[src/rtl/seg_scan6_if.sv]
// Display-side bundle between the clock datapath and the 6-digit scanner.
// SEG_SCAN6_BLINK_EN adds the per-pair blink request.
interface seg_scan6_if;
  logic       en;
  logic [4:0] hour;
  logic [5:0] minute;
  logic [5:0] second;
`ifdef SEG_SCAN6_BLINK_EN
  logic [2:0] blink;
`endif
  logic [5:0] an;
  logic [6:0] seg;
  logic       dp;
  logic       frame_start;

`ifdef SEG_SCAN6_BLINK_EN
  modport master (output en, hour, minute, second, blink,
                  input  an, seg, dp, frame_start);
  modport slave  (input  en, hour, minute, second, blink,
                  output an, seg, dp, frame_start);
`else
  modport master (output en, hour, minute, second,
                  input  an, seg, dp, frame_start);
  modport slave  (input  en, hour, minute, second,
                  output an, seg, dp, frame_start);
`endif
endinterface

[src/rtl/seg_scan6.sv]
// 6-digit multiplexed 7-segment scanner with per-frame time snapshot.
// Optional per-pair blinking under SEG_SCAN6_BLINK_EN.
module seg_scan6 #(
  parameter int SCAN_DIV     = 50000,
  parameter int BLANK_CYCLES = 2
`ifdef SEG_SCAN6_BLINK_EN
  , parameter int BLINK_LOG2 = 24
`endif
) (
  input  logic         clk_i,
  input  logic         rst_ni,
  seg_scan6_if.slave   disp_if
);
  localparam int DW = $clog2(SCAN_DIV);

  localparam logic [6:0] SEG_DASH = 7'b0111111;

  logic [DW-1:0] div_cnt_q, div_cnt_d;
  logic [2:0]    dig_q, dig_d;
  logic [4:0]    sh_hour_q, sh_hour_d;
  logic [5:0]    sh_min_q, sh_min_d;
  logic [5:0]    sh_sec_q, sh_sec_d;
  logic [5:0]    an_q, an_d;
  logic [6:0]    seg_q, seg_d;
  logic          dp_q, dp_d;
  logic          fs_q, fs_d;
  logic          tick;
  logic [3:0]    sec_t, sec_o, min_t, min_o, hr_t, hr_o;
  logic [3:0]    dval;
  logic          dash;

  function automatic logic [6:0] bcd7(input logic [3:0] d);
    case (d)
      4'd0: bcd7 = 7'b1000000;
      4'd1: bcd7 = 7'b1111001;
      4'd2: bcd7 = 7'b0100100;
      4'd3: bcd7 = 7'b0110000;
      4'd4: bcd7 = 7'b0011001;
      4'd5: bcd7 = 7'b0010010;
      4'd6: bcd7 = 7'b0000010;
      4'd7: bcd7 = 7'b1111000;
      4'd8: bcd7 = 7'b0000000;
      4'd9: bcd7 = 7'b0010000;
      default: bcd7 = 7'b1111111;
    endcase
  endfunction

`ifdef SEG_SCAN6_BLINK_EN
  logic [BLINK_LOG2-1:0] blink_cnt_q;
  always_ff @(posedge clk_i or negedge rst_ni)
    if (!rst_ni) blink_cnt_q <= '0;
    else         blink_cnt_q <= blink_cnt_q + 1'b1;
`endif

  assign tick = (div_cnt_q == DW'(SCAN_DIV - 1));

  // Prescaler, digit index and snapshot
  always_comb begin
    div_cnt_d = tick ? '0 : div_cnt_q + 1'b1;
    dig_d     = dig_q;
    sh_hour_d = sh_hour_q;
    sh_min_d  = sh_min_q;
    sh_sec_d  = sh_sec_q;
    fs_d      = 1'b0;
    if (tick) begin
      dig_d = (dig_q == 3'd5) ? 3'd0 : dig_q + 3'd1;
      if (dig_q == 3'd5) begin
        sh_hour_d = disp_if.hour;
        sh_min_d  = disp_if.minute;
        sh_sec_d  = disp_if.second;
        fs_d      = 1'b1;
      end
    end
  end

  // Binary-to-BCD split of the shadowed time
  always_comb begin
    sec_t = 4'(sh_sec_q / 6'd10);
    sec_o = 4'(sh_sec_q % 6'd10);
    min_t = 4'(sh_min_q / 6'd10);
    min_o = 4'(sh_min_q % 6'd10);
    hr_t  = 4'(sh_hour_q / 5'd10);
    hr_o  = 4'(sh_hour_q % 5'd10);
  end

  always_comb begin
    dval = 4'd0;
    dash = 1'b0;
    case (dig_q)
      3'd0: begin dval = sec_o; dash = (sh_sec_q  >= 6'd60); end
      3'd1: begin dval = sec_t; dash = (sh_sec_q  >= 6'd60); end
      3'd2: begin dval = min_o; dash = (sh_min_q  >= 6'd60); end
      3'd3: begin dval = min_t; dash = (sh_min_q  >= 6'd60); end
      3'd4: begin dval = hr_o;  dash = (sh_hour_q >= 5'd24); end
      3'd5: begin dval = hr_t;  dash = (sh_hour_q >= 5'd24); end
      default: begin dval = 4'd0; dash = 1'b0; end
    endcase
  end

  // Registered display drive; seg/dp keep the digit through the blank window
  always_comb begin
    seg_d = dash ? SEG_DASH : bcd7(dval);
    dp_d  = !((dig_q == 3'd2) || (dig_q == 3'd4));
    if (!disp_if.en || (div_cnt_q < DW'(BLANK_CYCLES)))
      an_d = 6'b111111;
    else
      an_d = ~(6'b000001 << dig_q);
`ifdef SEG_SCAN6_BLINK_EN
    if (blink_cnt_q[BLINK_LOG2-1] && disp_if.blink[dig_q[2:1]])
      an_d = 6'b111111;
`endif
  end

  always_ff @(posedge clk_i or negedge rst_ni) begin
    if (!rst_ni) begin
      div_cnt_q <= '0;
      dig_q     <= 3'd0;
      sh_hour_q <= 5'd0;
      sh_min_q  <= 6'd0;
      sh_sec_q  <= 6'd0;
      an_q      <= 6'b111111;
      seg_q     <= 7'b1111111;
      dp_q      <= 1'b1;
      fs_q      <= 1'b0;
    end else begin
      div_cnt_q <= div_cnt_d;
      dig_q     <= dig_d;
      sh_hour_q <= sh_hour_d;
      sh_min_q  <= sh_min_d;
      sh_sec_q  <= sh_sec_d;
      an_q      <= an_d;
      seg_q     <= seg_d;
      dp_q      <= dp_d;
      fs_q      <= fs_d;
    end
  end

  assign disp_if.an          = an_q;
  assign disp_if.seg         = seg_q;
  assign disp_if.dp          = dp_q;
  assign disp_if.frame_start = fs_q;
endmodule
[src/flat_wrapper.sv]
// flat-port wrapper written by rule: the top's interface ports become plain ports
module seg_scan6_flat 
#(
  parameter int SCAN_DIV     = 50000,
  parameter int BLANK_CYCLES = 2

)
  (clk_i, rst_ni, disp_if_en, disp_if_hour, disp_if_minute, disp_if_second, disp_if_an, disp_if_seg, disp_if_dp, disp_if_frame_start);
  seg_scan6_if disp_if_i ();
  input  logic clk_i;
  input  logic rst_ni;
  input wire logic [$bits(disp_if_i.en)-1:0] disp_if_en;
  input wire logic [$bits(disp_if_i.hour)-1:0] disp_if_hour;
  input wire logic [$bits(disp_if_i.minute)-1:0] disp_if_minute;
  input wire logic [$bits(disp_if_i.second)-1:0] disp_if_second;
  output wire logic [$bits(disp_if_i.an)-1:0] disp_if_an;
  output wire logic [$bits(disp_if_i.seg)-1:0] disp_if_seg;
  output wire logic [$bits(disp_if_i.dp)-1:0] disp_if_dp;
  output wire logic [$bits(disp_if_i.frame_start)-1:0] disp_if_frame_start;
  assign disp_if_i.en = disp_if_en;
  assign disp_if_i.hour = disp_if_hour;
  assign disp_if_i.minute = disp_if_minute;
  assign disp_if_i.second = disp_if_second;
  assign disp_if_an = disp_if_i.an;
  assign disp_if_seg = disp_if_i.seg;
  assign disp_if_dp = disp_if_i.dp;
  assign disp_if_frame_start = disp_if_i.frame_start;
  seg_scan6 #(.SCAN_DIV(SCAN_DIV), .BLANK_CYCLES(BLANK_CYCLES)) u_core (.clk_i(clk_i), .rst_ni(rst_ni), .disp_if(disp_if_i));
endmodule
[config.mk]
export PLATFORM = sky130hd
export DESIGN_NAME = seg_scan6_flat
export DESIGN_NICKNAME = d
export VERILOG_FILES = /design/src/rtl/seg_scan6_if.sv /design/src/rtl/seg_scan6.sv /design/src/flat_wrapper.sv
export SDC_FILE = /design/constraint.sdc
export NUM_CORES = 1
export LEC_CHECK = 0
export ABC_AREA = 1
export BUFFER_PORTS_ARGS = -buffer_cell sky130_fd_sc_hd__buf_2
export CAP_MARGIN = 0
export CORE_MARGIN = 2
export CORE_UTILIZATION = 51
export DETAILED_ROUTE_END_ITERATION = 6
export PLACE_DENSITY = 0.71
export SLEW_MARGIN = 5
export SYNTH_ARGS = -nofsm -noshare
export SYNTH_HDL_FRONTEND = slang
export SYNTH_SLANG_ARGS = --single-unit
[constraint.sdc]
create_clock -name clk_i -period 8.78 [get_ports clk_i]
set_clock_uncertainty 0.05 [all_clocks]
set_input_delay 0.439 -clock clk_i [delete_from_list [all_inputs] [get_ports clk_i]]
set_output_delay 0.439 -clock clk_i [all_outputs]
set_load 0.05 [all_outputs]
# [Word level (Yosys, flattened, before mapping)]
# Memories as Yosys holds them, arrays and structs flattened.
# Cells that the tools add are included.
# W data, S select, Z words.
[totals] register_bits=51 rom_bits=112 out_inout_bits=15 elab_cells=47 n_memories=1
[memory_table] memory="(no name shown)" words=16 width=7 rd=1 rd_ports_with_merged_regs=0 wr=0 line_no="seg_scan6.sv:33" source="case (d)"
[classes] addsub=2 n_div=6 order_cmp=4 eq_ne=6 n_shift=1 muxes=8 bitwise_logic=1 reduce_logical=9
[ops] operator="$pmux W4 S6" count=1
[ops] operator="$add A16 B1 Y16 const B" count=1
[ops] operator="$eq A16 B16 Y1 const B" count=1
[ops] operator="$lt A16 B2 Y1 const B" count=1
[ops] operator="$mux W16" count=1
[ops] operator="$div A6 B4 Y6 const B" count=2
[ops] operator="$ge A6 B6 Y1 const B" count=2
[ops] operator="$mod A6 B4 Y6 const B" count=2
[ops] operator="$mux W7" count=1
[ops] operator="$eq A3 B2 Y1 const B" count=2
[ops] operator="$eq A3 B3 Y1 const B" count=2
[ops] operator="$mux W6" count=1
[ops] operator="$not A6 Y6" count=1
[ops] operator="$reduce_or A2 Y1" count=3
[ops] operator="$shl A1 B3 Y6 const A" count=1
[ops] operator="$div A5 B4 Y5 const B" count=1
[ops] operator="$ge A5 B5 Y1 const B" count=1
[ops] operator="$mod A5 B4 Y5 const B" count=1
[ops] operator="$add A3 B1 Y3 const B" count=1
[ops] operator="$eq A3 B1 Y1 const B" count=1
[ops] operator="$logic_not A3 Y1" count=1
[ops] operator="$mux W3" count=1
[ops] operator="$pmux W1 S3" count=1
[ops] operator="$logic_not A1 Y1" count=2
[ops] operator="other kinds (3)" count=5

# [Depth between registers and ports, before layout]
# Gate-level depths: netlist of the first run.
[depth] word_depth=4 ltp_mapped=24 mapped_depth_nobuf=24

# [Worst setup path before layout of the first run]
# Ideal clock, no wire load.
[synth_timing] kind="reg2reg" startpoint="register u_core.dig_q[1]" endpoint="register u_core.seg_q[0] (netlist: u_core.disp_if.seg[0])" setup_time_ns=0.077 t_arrival_ns=2.628 slack_ns=6.025 stages_incl_launch_ff=23 cell_sequence="dfrtp_1 nor2_1 nand2_2 nand3_1 nand3_2 inv_2 ha_1 nor2_1 a21oi_2 nand2_2 nand2_2 nand2_1 nand2_1 inv_2 nand2_2 nand3_1 nand3_1 nand2_2 inv_1 ha_1 or2_1 nand3_1 nand2_1"
[synth_via] elab_chain_len=4
[synth_lines] item="start: declaration" line_no="seg_scan6.sv:19" source="logic [2:0] dig_q, dig_d;"
[synth_lines] item="start signal: assignment" line_no="seg_scan6.sv:127" source="dig_q <= dig_d;"
[synth_lines] item="$eq A3 B3 Y1, or another cell as far along" line_no="seg_scan6.sv:89" source="case (dig_q)"
[synth_lines] item="$pmux W4 S6 or $reduce_or A2 Y1 (tied branches)"
[synth_lines] item="$mem_v2 Z16 W7 or $pmux W1 S3 (tied branches)"
[synth_lines] item="$mux W7 (*)" line_no="seg_scan6.sv:102" source="seg_d = dash ? SEG_DASH : bcd7(dval);"
[synth_lines] item="named net u_core.seg_d[0]" line_no="seg_scan6.sv:24" source="logic [6:0] seg_q, seg_d;"
[synth_lines] item="end signal: assignment" line_no="seg_scan6.sv:132" source="seg_q <= seg_d;"
[synth_lines] item="end: declaration" line_no="seg_scan6.sv:24"
# The timed path passes the listed nets; every way through them passes the cells marked *.
# A chain may end at the register's enable or synchronous reset.

# [Final worst setup path of the first run]
[layout_timing] startpoint="register u_core.dig_q[0]" endpoint="register u_core.seg_q[0] (netlist: u_core.disp_if.seg[0])"
# The elaborated chain is that of the path after synthesis.

==> implementation parameters, run 1 <==
Parameter                              Value

Logic synthesis
  Synth Cell Area    around 3000 um^2
  Combinational family with the most area after synthesis    simple AND/OR/NAND/NOR gates
  Cell type with the largest total area after synthesis    sky130_fd_sc_hd__dfrtp_1
  Post-synth top area share    31.2%
  Number of synthesized flops with an enable pin    0
  Syn Area/Cell    between 7 and 8 um^2
  Post-synth cell types    37
  Async set-reset flop share out of synthesis    100%
  Top-count cell post-synth    sky130_fd_sc_hd__nand2_1
  Syn_nets    423
  Xor-xnor portion of the synthesized cell area    1.47%
  Sequential area share after synthesis    ~44%
  Synthesized-area fraction occupied by ao, oa, aoi and oai cells    8.97%
  Ranking of synthesized cells by instance count    sky130_fd_sc_hd__nand2_1, sky130_fd_sc_hd__inv_1, sky130_fd_sc_hd__dfrtp_1
  Simple-gate portion of the synthesized area    33.5%
  Post-synthesis adder-cell area fraction    3.37%
  Number of synthesized register bits    51
  Cells after Synth    between 300 and 400
  Number of warnings reported in the yosys synthesis log    0
  Multiplexer fraction of the synthesized cell area    0%
  Largest cells by area after synthesis    sky130_fd_sc_hd__dfrtp_1, sky130_fd_sc_hd__nand2_1, sky130_fd_sc_hd__dfstp_2
  Predominant post-synthesis flop cell    sky130_fd_sc_hd__dfrtp_1

Clocking
  Root buffer cell    sky130_fd_sc_hd__clkbuf_8
  Clock Pin Slew Worst Setup and Hold Paths    90 ps
  Number of buffers inserted during clock tree synthesis    5
  Clock tree from TritonCTS    yes
  Total of cells resized after clock tree synthesis    0
  Later-pin clock latency in the skew report    300 ps
  Total number of clock tree sinks    just over 50
  H-tree levels    2
  Maximum clock insertion buffer count    2
  Post-CTS repair timing setup buffer count    0
  Post-CTS Hold Fix Bufs    0

Min path
  Path class of the lowest-slack min-delay path    input port to flip-flop

Timing
  Final-report max-slew violation count    0
  Unrepaired setup endpoints after global routing    no
  Worst slew pin tran    1070 ps
  Final cycle utilization of the critical path    between 30% and 40%
  Final worst-path setup slack    5690 ps
  Final-report hold violation count    0
  Relative max-transition margin    about 28%
  Hold WS    274 ps
  Highest achievable clock rate    323 MHz
  Min cycle time layout    about 3000 ps
  Final setup violating endpoints    0
  Setup TNS    0 ps

Global route
  Number of antenna violations at the first check in global routing    0
  Overflow after GRT    0
  Pin count of the biggest net entering global routing    52
  First-pass GRT wire length    between 10000 and 15000 um
  Number of global-route vias before repair    approximately 2500
  Total global-route track usage    22.6%

Floorplanning
  Count of standard-cell rows    27
  Number of placed I/O pins    35
  Core Region    5570 um^2
  Total die area    roughly 6500 um^2
  Horizontal extent of the die    between 80 and 90 um
  Starting utilization of the core area    53.3%
  Die span in y    80.3 um

Routing
  Iteration count of the initial detailed-routing pass    5
  DRC violation total after the first TritonRoute iteration    207
  Post-detailed-route via-to-cell ratio    roughly 5.2
  Post-detailed-route count of antenna-violating nets    0
  Wirelength per Cell    approximately 12 um
  DRC violations left    0
  Routed WL    6340 um
  DR vias    2618

Finish
  Final-stage net count    between 400 and 500
  Fraction of final layout cells sized beyond drive strength 1    around a fifth
  Diodes inserted    0
  Signed area change from the synthesized netlist to the final layout    12.1%

Placed design
  HPWL reported at the end of detailed placement    between 4000 and 5000 um
  Final weighted congestion of routability-driven global placement    0.884
  # port buffers    34
  Post-placement setup slack    5720 ps

Critical path
  Worst Path Arrival    between 3000 and 4000 ps
  Critical Setup Path Class    flip-flop to flip-flop
  Largest fanout on the critical path    7
  Nature of the critical path startpoint    flip-flop
  Data required, critical path    roughly 9000 ps
  Critical Path Sink Type    flip-flop

Job
  Max-cap violations    0

Power
  Static power due to leakage    1.68 nW
  Worst-case vdd ir drop    0.0601 mV
  Power per Cell Area    116 nW/um^2

Outcome
  Status    finished clean
-- metal layers --
| metal | vias up | GRT usage [%] | share of wire (%) |
|---|---|---|---|
| met3 | 8 | 4.04 | 6.7 |
| li1 | 1342 | - | - |
| met1 | 1180 | 32.3 | 48 |
| met2 | 88 | 35.6 | 44 |
| met5 | - | 0 | 0 |
| met4 | 0 | 5.59 | 1.0 |
-- cell families after synthesis --
family | Yosys count
DFF | 51
and+or+nand+nor | 215
adders and majority gates | 8
AOI/OAI and AO/OA | 44
xor gates and xnor gates | 5
buffers and inverters | 72
-- state kept, by name (all words and copies together), names as in the netlist --
name and cells:
u_core.disp_if.frame_start 1, u_core.disp_if.seg 7, u_core.sh_min_q 6, u_core.dig_q 3, u_core.div_cnt_q 16, u_core.disp_if.dp 1, u_core.sh_sec_q 6, u_core.sh_hour_q 5
u_core.disp_if.an 6
-- worst paths after layout --
path | startpoint | to | slack (ps) | cells past startpoint
hold / removal | disp_if_minute[4] | u_core.sh_min_q[4] | 270 | 3
max in group asynchronous | rst_ni | u_core.sh_hour_q[2] | 7740 | 1
hold reg to reg | u_core.div_cnt_q[0] | u_core.div_cnt_q[0] | 420 | 1
setup reg to reg | u_core.dig_q[0] | u_core.disp_if.seg[0] | 5690 | 18
setup / recovery | u_core.dig_q[0] | u_core.disp_if.seg[0] | 5690 | 18
min in group asynchronous | rst_ni | u_core.div_cnt_q[13] | 280 | 1
-- cells in the final DEF, fill, tap and decap left out, drive strengths merged, types with 4 or more instances in the layout --
cell	n
nand2	121
inv	70
dfrtp	37
nand3	37
buf	35
nor2	35
o21ai	18
dfstp	14
ha	8
nor3	8
a21oi	8
nand4	7
o22ai	7
clkbuf	7
nor4	4
xor2	4
a31oi	4
-- critical path: stages, from the launching register on --
cell and delay, ps:
sky130_fd_sc_hd__dfrtp_1 470, sky130_fd_sc_hd__inv_2 180, sky130_fd_sc_hd__nand2_1 80, sky130_fd_sc_hd__nor2_2 180, sky130_fd_sc_hd__nand2_1 90, sky130_fd_sc_hd__nand3_2 110
sky130_fd_sc_hd__inv_2 60, sky130_fd_sc_hd__ha_1 290, sky130_fd_sc_hd__nor2_1 130, sky130_fd_sc_hd__a21oi_2 50, sky130_fd_sc_hd__o21ai_1 320, sky130_fd_sc_hd__a21o_1 170
sky130_fd_sc_hd__nand3_1 80, sky130_fd_sc_hd__nand2_2 120, sky130_fd_sc_hd__inv_1 90, sky130_fd_sc_hd__ha_1 190, sky130_fd_sc_hd__or2_1 240, sky130_fd_sc_hd__nand3_1 70
sky130_fd_sc_hd__nand2_1 60
-- per-stage QoR --
stage	instances	power, mW	util [%]	cell area (um^2)
floorplan	395	0.241	-	2970
detailed placement	500	0.250	58.0	3240
finish	508	0.386	59.8	3330
global route	508	0.402	59.8	3330
global placement	500	0.250	58.0	3240
CTS	508	0.393	59.8	3330
-- cell type report --
class                   count  area, um^2
clock inverters             1        8.76
inverters                  70         263
multi-input cells         272        1410
fillers                   517        2240
flip-flops and latches     51        1290
clock buffers               7        86.3
repair buffers             35         178
well taps                  72        90.1
-- report_power, final --
group	switching, mW	internal [mW]
sequential	0.0000391	0.235
combinational	0.00671	0.00328
clock	0.0759	0.0647
total	0.0826	0.303
(Power assumes the default switching activity.)
==> run 2, diff against run 1 <==
- PLACE_DENSITY: 0.71 -> 0.74
- clock period: 8.78 -> 2.7 ns (I/O delays scaled with it)
==> run 2 against run 1 <==
The run now ends with negative setup slack left. Critical path type unchanged. Register-to-register slack got worse by 5800 ps. Critical endpoint unchanged. Setup slack got worse by 5800 ps. Cell area up 24%. Count of clock-buffer cells in the layout is 2 lower. Core utilization rose by 14 points.
==> implementation parameters, run 2 (synthesis gave the netlist of run 1 again) <==
Parameter                              Value

Outcome
  Status    finished with violations
  Violated checks    negative setup slack

Floorplanning
  Starting utilization of the core area    53.3%
  Core Region    5570 um^2
  Total die area    approximately 6500 um^2
  Die span in y    80.3 um
  Count of standard-cell rows    27
  Number of placed I/O pins    35
  Horizontal extent of the die    about 80 um

Timing
  Final cycle utilization of the critical path    105%
  Final-report hold violation count    0
  Worst slew pin tran    835 ps
  Final worst-path setup slack    -132 ps
  Hold WS    roughly 130 ps
  Final setup violating endpoints    7
  Final-report max-slew violation count    0
  Highest achievable clock rate    353 MHz
  Unrepaired setup endpoints after global routing    yes
  Relative max-transition margin    between 40% and 50%
  Min cycle time layout    2830 ps
  Setup TNS    -720 ps

Clocking
  Total number of clock tree sinks    a little over 50
  Later-pin clock latency in the skew report    310 ps
  Clock tree from TritonCTS    yes
  Maximum clock insertion buffer count    2
  Root buffer cell    sky130_fd_sc_hd__clkbuf_8
  Clock Pin Slew Worst Setup and Hold Paths    100 ps
  Number of buffers inserted during clock tree synthesis    5
  H-tree levels    2

Placed design
  Post-placement setup slack    -196 ps
  Final weighted congestion of routability-driven global placement    0.979
  # port buffers    34
  Total placed instance area    3470 um^2
  HPWL reported at the end of detailed placement    around 5100 um

Routing
  DRC violations left    0
  Wirelength per Cell    13.1 um
  Iteration count of the initial detailed-routing pass    4
  Routed WL    7410 um
  DRC violation total after the first TritonRoute iteration    approximately 160
  Post-detailed-route count of antenna-violating nets    0
  DR vias    2866
  Post-detailed-route via-to-cell ratio    5.06

Critical path
  Nature of the critical path startpoint    flip-flop
  Data required, critical path    2890 ps
  Largest fanout on the critical path    5
  Worst reg2reg path depth    21
  Critical Setup Path Class    flip-flop to flip-flop
  Most used cell along the critical path    sky130_fd_sc_hd__nand2_4
  Critical Path Sink Type    flip-flop
  Cell Chain, Critical Path    inv_2 > nand2_4 > nor2_4 > nand2_1 > nand3_2 > inv_2 > ha_4 > nor2_4 > a21oi_4 > nand2_4 > nand2_4 > nand2_2 > nand2_2 > a21o_1 > nand3_2 > nand2_4 > inv_6 > ha_4 > or2_4 > nand3_2 > nand2_1
  Longest individual stage delay on the worst path    around 490 ps
  Standard cell with the maximum stage delay on the critical path    sky130_fd_sc_hd__dfrtp_2
  Internal reg-to-reg setup slack    -130 ps
  Worst Path Arrival    slightly above 3000 ps

Power
  Static power due to leakage    1.98 nW
  Power per Cell Area    around 310 nW/um^2
  Worst-case vdd ir drop    0.267 mV
  Overall Power    1.28 mW

Finish
  Area of all placed cells without fillers    4130 um^2
  Final-stage net count    521
  Commonest cells after routing, fill and taps aside    sky130_fd_sc_hd__nand2_1, sky130_fd_sc_hd__inv_1, sky130_fd_sc_hd__buf_4
  Register bank with the most flops    u_core.div_cnt_q
  Fraction of final layout cells sized beyond drive strength 1    36.0%
  Fill cell instance count of the final layout    407
  Diodes inserted    0
  Flip-flop count of the largest register after layout    16
  Most common cell after layout, fill and taps aside    sky130_fd_sc_hd__nand2_1
  Signed area change from the synthesized netlist to the final layout    39.1%

Job
  Max-cap violations    0

Global route
  Number of global-route vias before repair    about 2800
  Number of antenna violations at the first check in global routing    0
  Pin count of the biggest net entering global routing    40
  Overflow after GRT    0
  Total global-route track usage    about a quarter
  First-pass GRT wire length    12300 um

Min path
  Path class of the lowest-slack min-delay path    input port to flip-flop
  Worst Hold Depth    4
[run 2: cell types whose count changed in the layout (fill, tap and decap cells not counted), moves of 4 or more]
| cell | previous run | this run |
|---|---|---|
| sky130_fd_sc_hd__buf_4 | 1 | 36 |
| sky130_fd_sc_hd__buf_6 | 0 | 5 |
| sky130_fd_sc_hd__dlygate4sd3_1 | 0 | 18 |
| sky130_fd_sc_hd__ha_1 | 8 | 2 |
| sky130_fd_sc_hd__ha_4 | 0 | 6 |
| sky130_fd_sc_hd__nand2_1 | 108 | 99 |
| sky130_fd_sc_hd__nand2_4 | 2 | 10 |
| sky130_fd_sc_hd__nand3_1 | 31 | 19 |
| sky130_fd_sc_hd__nand3_2 | 5 | 16 |
| sky130_fd_sc_hd__nor2_4 | 1 | 5 |
| sky130_fd_sc_hd__o21ai_2 | 1 | 5 |
[run 2: worst max-delay path: cells and delay by family (launching register included)]
| kind | cells | cell delay, ps |
|---|---|---|
| fa+ha+maj | 2 | 430 |
| simple gates | 14 | 1270 |
| compound gates | 2 | 290 |
| flops | 1 | 490 |
| buf+inv | 3 | 230 |
[run 2: power breakdown]
part / leakage [nW] / internal, mW / switching, mW
clock network: 0.0452 / 0.189 / 0.269
logic: 1.38 / 0.0286 / 0.0266
registers: 0.556 / 0.766 / 0.000122
[run 2: what timing repair did]
action	CTS	global route
pin swaps	16	22
gates resized for setup	22	46
buffers inserted	9	3
hold buffers	18	0
hold endpoints to repair	54	0
endpoints found under the setup margin	7	7
[run 2: worst paths after layout]
kind | endpoint | startpoint
setup / recovery | u_core.disp_if.seg[0] | u_core.dig_q[1]
hold / removal | u_core.disp_if.an[5] | disp_if_en
setup reg to reg | u_core.disp_if.seg[0] | u_core.dig_q[1]
hold reg to reg | u_core.div_cnt_q[0] | u_core.div_cnt_q[0]
max in group asynchronous | u_core.disp_if.seg[5] | rst_ni
min in group asynchronous | u_core.div_cnt_q[9] | rst_ni
[run 2: cell type report]
class / instances / area [um^2] / area share (%)
clock buffers: 5 / 68.8 / 1.67
clock inverters: 3 / 25.0 / 0.606
inverters: 70 / 273 / 6.60
repair buffers: 93 / 677 / 16.4
multi-input cells: 272 / 1700 / 41.2
well taps: 72 / 90.1 / 2.18
flip-flops and latches: 51 / 1300 / 31.4
[run 2: metrics by stage]
step	util, %	instances
after floorplan	-	395
after global placement	62.2	528
after detailed placement	62.2	528
after CTS	70.1	563
after global routing	74.1	566
final	74.1	566
[run 2: metal layers]
metal	part of all wire, %	track usage [%]	routed length [um]	vias up
met5	0	0	0	-
met4	0.76	5.76	56	0
met3	4.0	4.94	296	6
met2	51	43.4	3770	61
met1	44	30.7	3290	1334
li1	-	-	-	1465
==> run 3, diff against run 2 <==
- CORE_UTILIZATION: 51 -> 53
- PLACE_DENSITY: 0.74 -> 0.76
==> run 3 against run 2 <==
The flow still finishes with violations (negative setup slack). Final cell count fell by 0.18%. Sequential power barely moved. Non-clock buffer count fell by 1. Routed wire length fell by 3.2%. Critical path depth did not move. Fmax rose by 1.2%. Via count rose by 1.1%. Setup slack improved by 34 ps. Count of clock-buffer cells in the layout rose by 1. Die area fell by 3.6%. Critical path type unchanged. Highest routed layer unchanged.
==> implementation parameters, run 3 (synthesis gave the netlist of run 1 again) <==
Parameter                              Value

Critical path
  Worst reg2reg path depth    21
  Internal reg-to-reg setup slack    -100 ps
  Critical Path Sink Type    flip-flop
  Data required, critical path    2890 ps
  Critical register-to-register path startpoint    u_core.dig_q[1]
  Critical Setup Path Class    flip-flop to flip-flop
  Largest fanout on the critical path    6
  Worst Path Arrival    approximately 3000 ps
  Nature of the critical path startpoint    flip-flop
  Crit Reg-Reg Endpoint    u_core.disp_if.seg[3]

Finish
  Register bank with the most flops    u_core.div_cnt_q
  Fill cell instance count of the final layout    between 400 and 500
  Signed area change from the synthesized netlist to the final layout    36.6%
  Fraction of final layout cells sized beyond drive strength 1    between 30% and 40%
  Most common cell after layout, fill and taps aside    sky130_fd_sc_hd__nand2_1
  Final-stage net count    between 500 and 600
  Area of all placed cells without fillers    4060 um^2
  Multi-input gate area    1600 um^2
  Share of the core filled with cells in the final layout    between 70% and 80%
  Flip-flop count of the largest register after layout    16
  Commonest cells after routing, fill and taps aside    sky130_fd_sc_hd__nand2_1, sky130_fd_sc_hd__inv_1, sky130_fd_sc_hd__buf_2, sky130_fd_sc_hd__buf_4, sky130_fd_sc_hd__dfrtp_1
  Reg area    1300 um^2
  Diodes inserted    0

Timing
  Highest achievable clock rate    between 300 and 400 MHz
  Final setup violating endpoints    7
  Setup TNS    -573 ps
  Final cycle utilization of the critical path    104%
  Final-report max-slew violation count    0
  Unrepaired setup endpoints after global routing    yes
  Final worst-path setup slack    -97.5 ps
  Worst slew pin tran    around 900 ps
  Relative max-transition margin    roughly two fifths
  Final-report hold violation count    0
  Min cycle time layout    2800 ps

Routing
  DR vias    2897
  DRC violations left    0
  Iteration count of the initial detailed-routing pass    4
  Post-detailed-route via-to-cell ratio    5.13
  DRC violation total after the first TritonRoute iteration    128
  Routed WL    7170 um
  Post-detailed-route count of antenna-violating nets    0
  Wirelength per Cell    12.7 um

Floorplanning
  Count of standard-cell rows    27
  Number of placed I/O pins    35
  Core Region    5470 um^2
  Die span in y    78.9 um
  Total die area    a little over 6000 um^2
  Starting utilization of the core area    between 50% and 60%
  Horizontal extent of the die    78.9 um

Clocking
  H-tree levels    2
  Clock Pin Slew Worst Setup and Hold Paths    90 ps
  Clock tree from TritonCTS    yes
  Total number of clock tree sinks    51
  Number of buffers inserted during clock tree synthesis    5
  Maximum clock insertion buffer count    2
  Root buffer cell    sky130_fd_sc_hd__clkbuf_8
  Later-pin clock latency in the skew report    320 ps

Power
  Overall Power    about 1.4 mW
  Power per Cell Area    338 nW/um^2
  Worst-case vdd ir drop    between 0.2 and 0.3 mV
  Static power due to leakage    between 1.5 and 2 nW

Outcome
  Status    finished with violations
  Violated checks    negative setup slack

Global route
  Overflow after GRT    0
  First-pass GRT wire length    12600 um
  Number of global-route vias before repair    roughly 2800
  Number of antenna violations at the first check in global routing    0
  Pin count of the biggest net entering global routing    42
  Total global-route track usage    between 20% and 30%

Placed design
  Post-placement setup slack    -146 ps
  Final weighted congestion of routability-driven global placement    between 0.9 and 1
  HPWL reported at the end of detailed placement    4980 um
  Total placed instance area    3480 um^2
  # port buffers    34

Min path
  Min-delay src    disp_if_en
  Path class of the lowest-slack min-delay path    input port to flip-flop
  Worst hold path endpoint    u_core.disp_if.an[4]
  Worst Hold Depth    4

Job
  Max-cap violations    0
-- run 3: cell count changes in the layout (fill, tap and decap cells not counted), sizes merged --
cell      change
clkinv        +1
clkinvlp      -1
clkbuf        +1
buf           -1
inv           -2
bufinv        +1
-- run 3: through the flow --
| stage | cells | hold WS (ps) |
|---|---|---|
| finish | 565 | 139 |
| global placement | 529 | 252 |
| floorplan | 395 | -211 |
| CTS | 561 | 130 |
| global route | 565 | 184 |
| detailed placement | 529 | 263 |
-- run 3: power breakdown --
part           switching, mW  internal, mW  total (mW)
combinational         0.0258        0.0285      0.0543
clock                  0.251         0.300       0.551
sequential          0.000245         0.766       0.766
total                  0.277          1.09        1.37
-- run 3: metal layers --
metal	track usage, %	vias to the layer above	part of all wire (%)
li1	-	1457	-
met1	31.5	1325	43
met2	44.4	97	50
met3	4.77	18	5.2
met4	8.62	0	2.2
met5	0	-	0
-- run 3: cell type report --
class | instances | area share [%]
multi-input cells | 272 | 39.5
flip-flops and latches | 51 | 32.0
repair buffers | 92 | 16.8
inverters | 70 | 6.60
well taps | 72 | 2.22
clock buffers | 6 | 2.03
clock inverters | 2 | 0.863
-- run 3: worst max-delay path by stage --
stage,cells past startpoint,start,endpoint
final,21,u_core.dig_q[1],u_core.disp_if.seg[3]
after global routing,24,u_core.dig_q[1],u_core.disp_if.seg[4]
after CTS,23,u_core.dig_q[1],u_core.disp_if.seg[3]
after detailed placement,23,u_core.dig_q[1],u_core.disp_if.seg[3]
after global placement,18,u_core.dig_q[2],u_core.disp_if.seg[3]
after floorplan,22,u_core.dig_q[0],u_core.disp_if.seg[0]
-- run 3: repair_timing --
action / CTS / global route
setup buffers: 6 / 4
hold endpoints to repair: 54 / 0
hold buffers: 18 / 0
resized for setup: 18 / 27
endpoints found under the setup margin: 7 / 7
pin swaps: 13 / 12
cloned: 0 / 0
-- run 3: worst max-delay path, cell delays in order (launching register included) --
cell,delay [ps]
sky130_fd_sc_hd__dfrtp_2,490
sky130_fd_sc_hd__inv_2,110
sky130_fd_sc_hd__nand2_4,70
sky130_fd_sc_hd__nor2_4,110
sky130_fd_sc_hd__nand2_2,80
sky130_fd_sc_hd__nand3_2,100
sky130_fd_sc_hd__inv_2,60
sky130_fd_sc_hd__ha_4,270
sky130_fd_sc_hd__nor2_4,40
sky130_fd_sc_hd__a21oi_2,120
sky130_fd_sc_hd__nand2_2,100
sky130_fd_sc_hd__nand2_2,90
sky130_fd_sc_hd__nand2_2,60
sky130_fd_sc_hd__nand2_2,80
sky130_fd_sc_hd__a21o_1,130
sky130_fd_sc_hd__nand3_2,90
sky130_fd_sc_hd__nand2_4,110
sky130_fd_sc_hd__inv_4,50
sky130_fd_sc_hd__ha_4,140
sky130_fd_sc_hd__or2_1,230
sky130_fd_sc_hd__nand3_1,80
sky130_fd_sc_hd__nand2_1,50
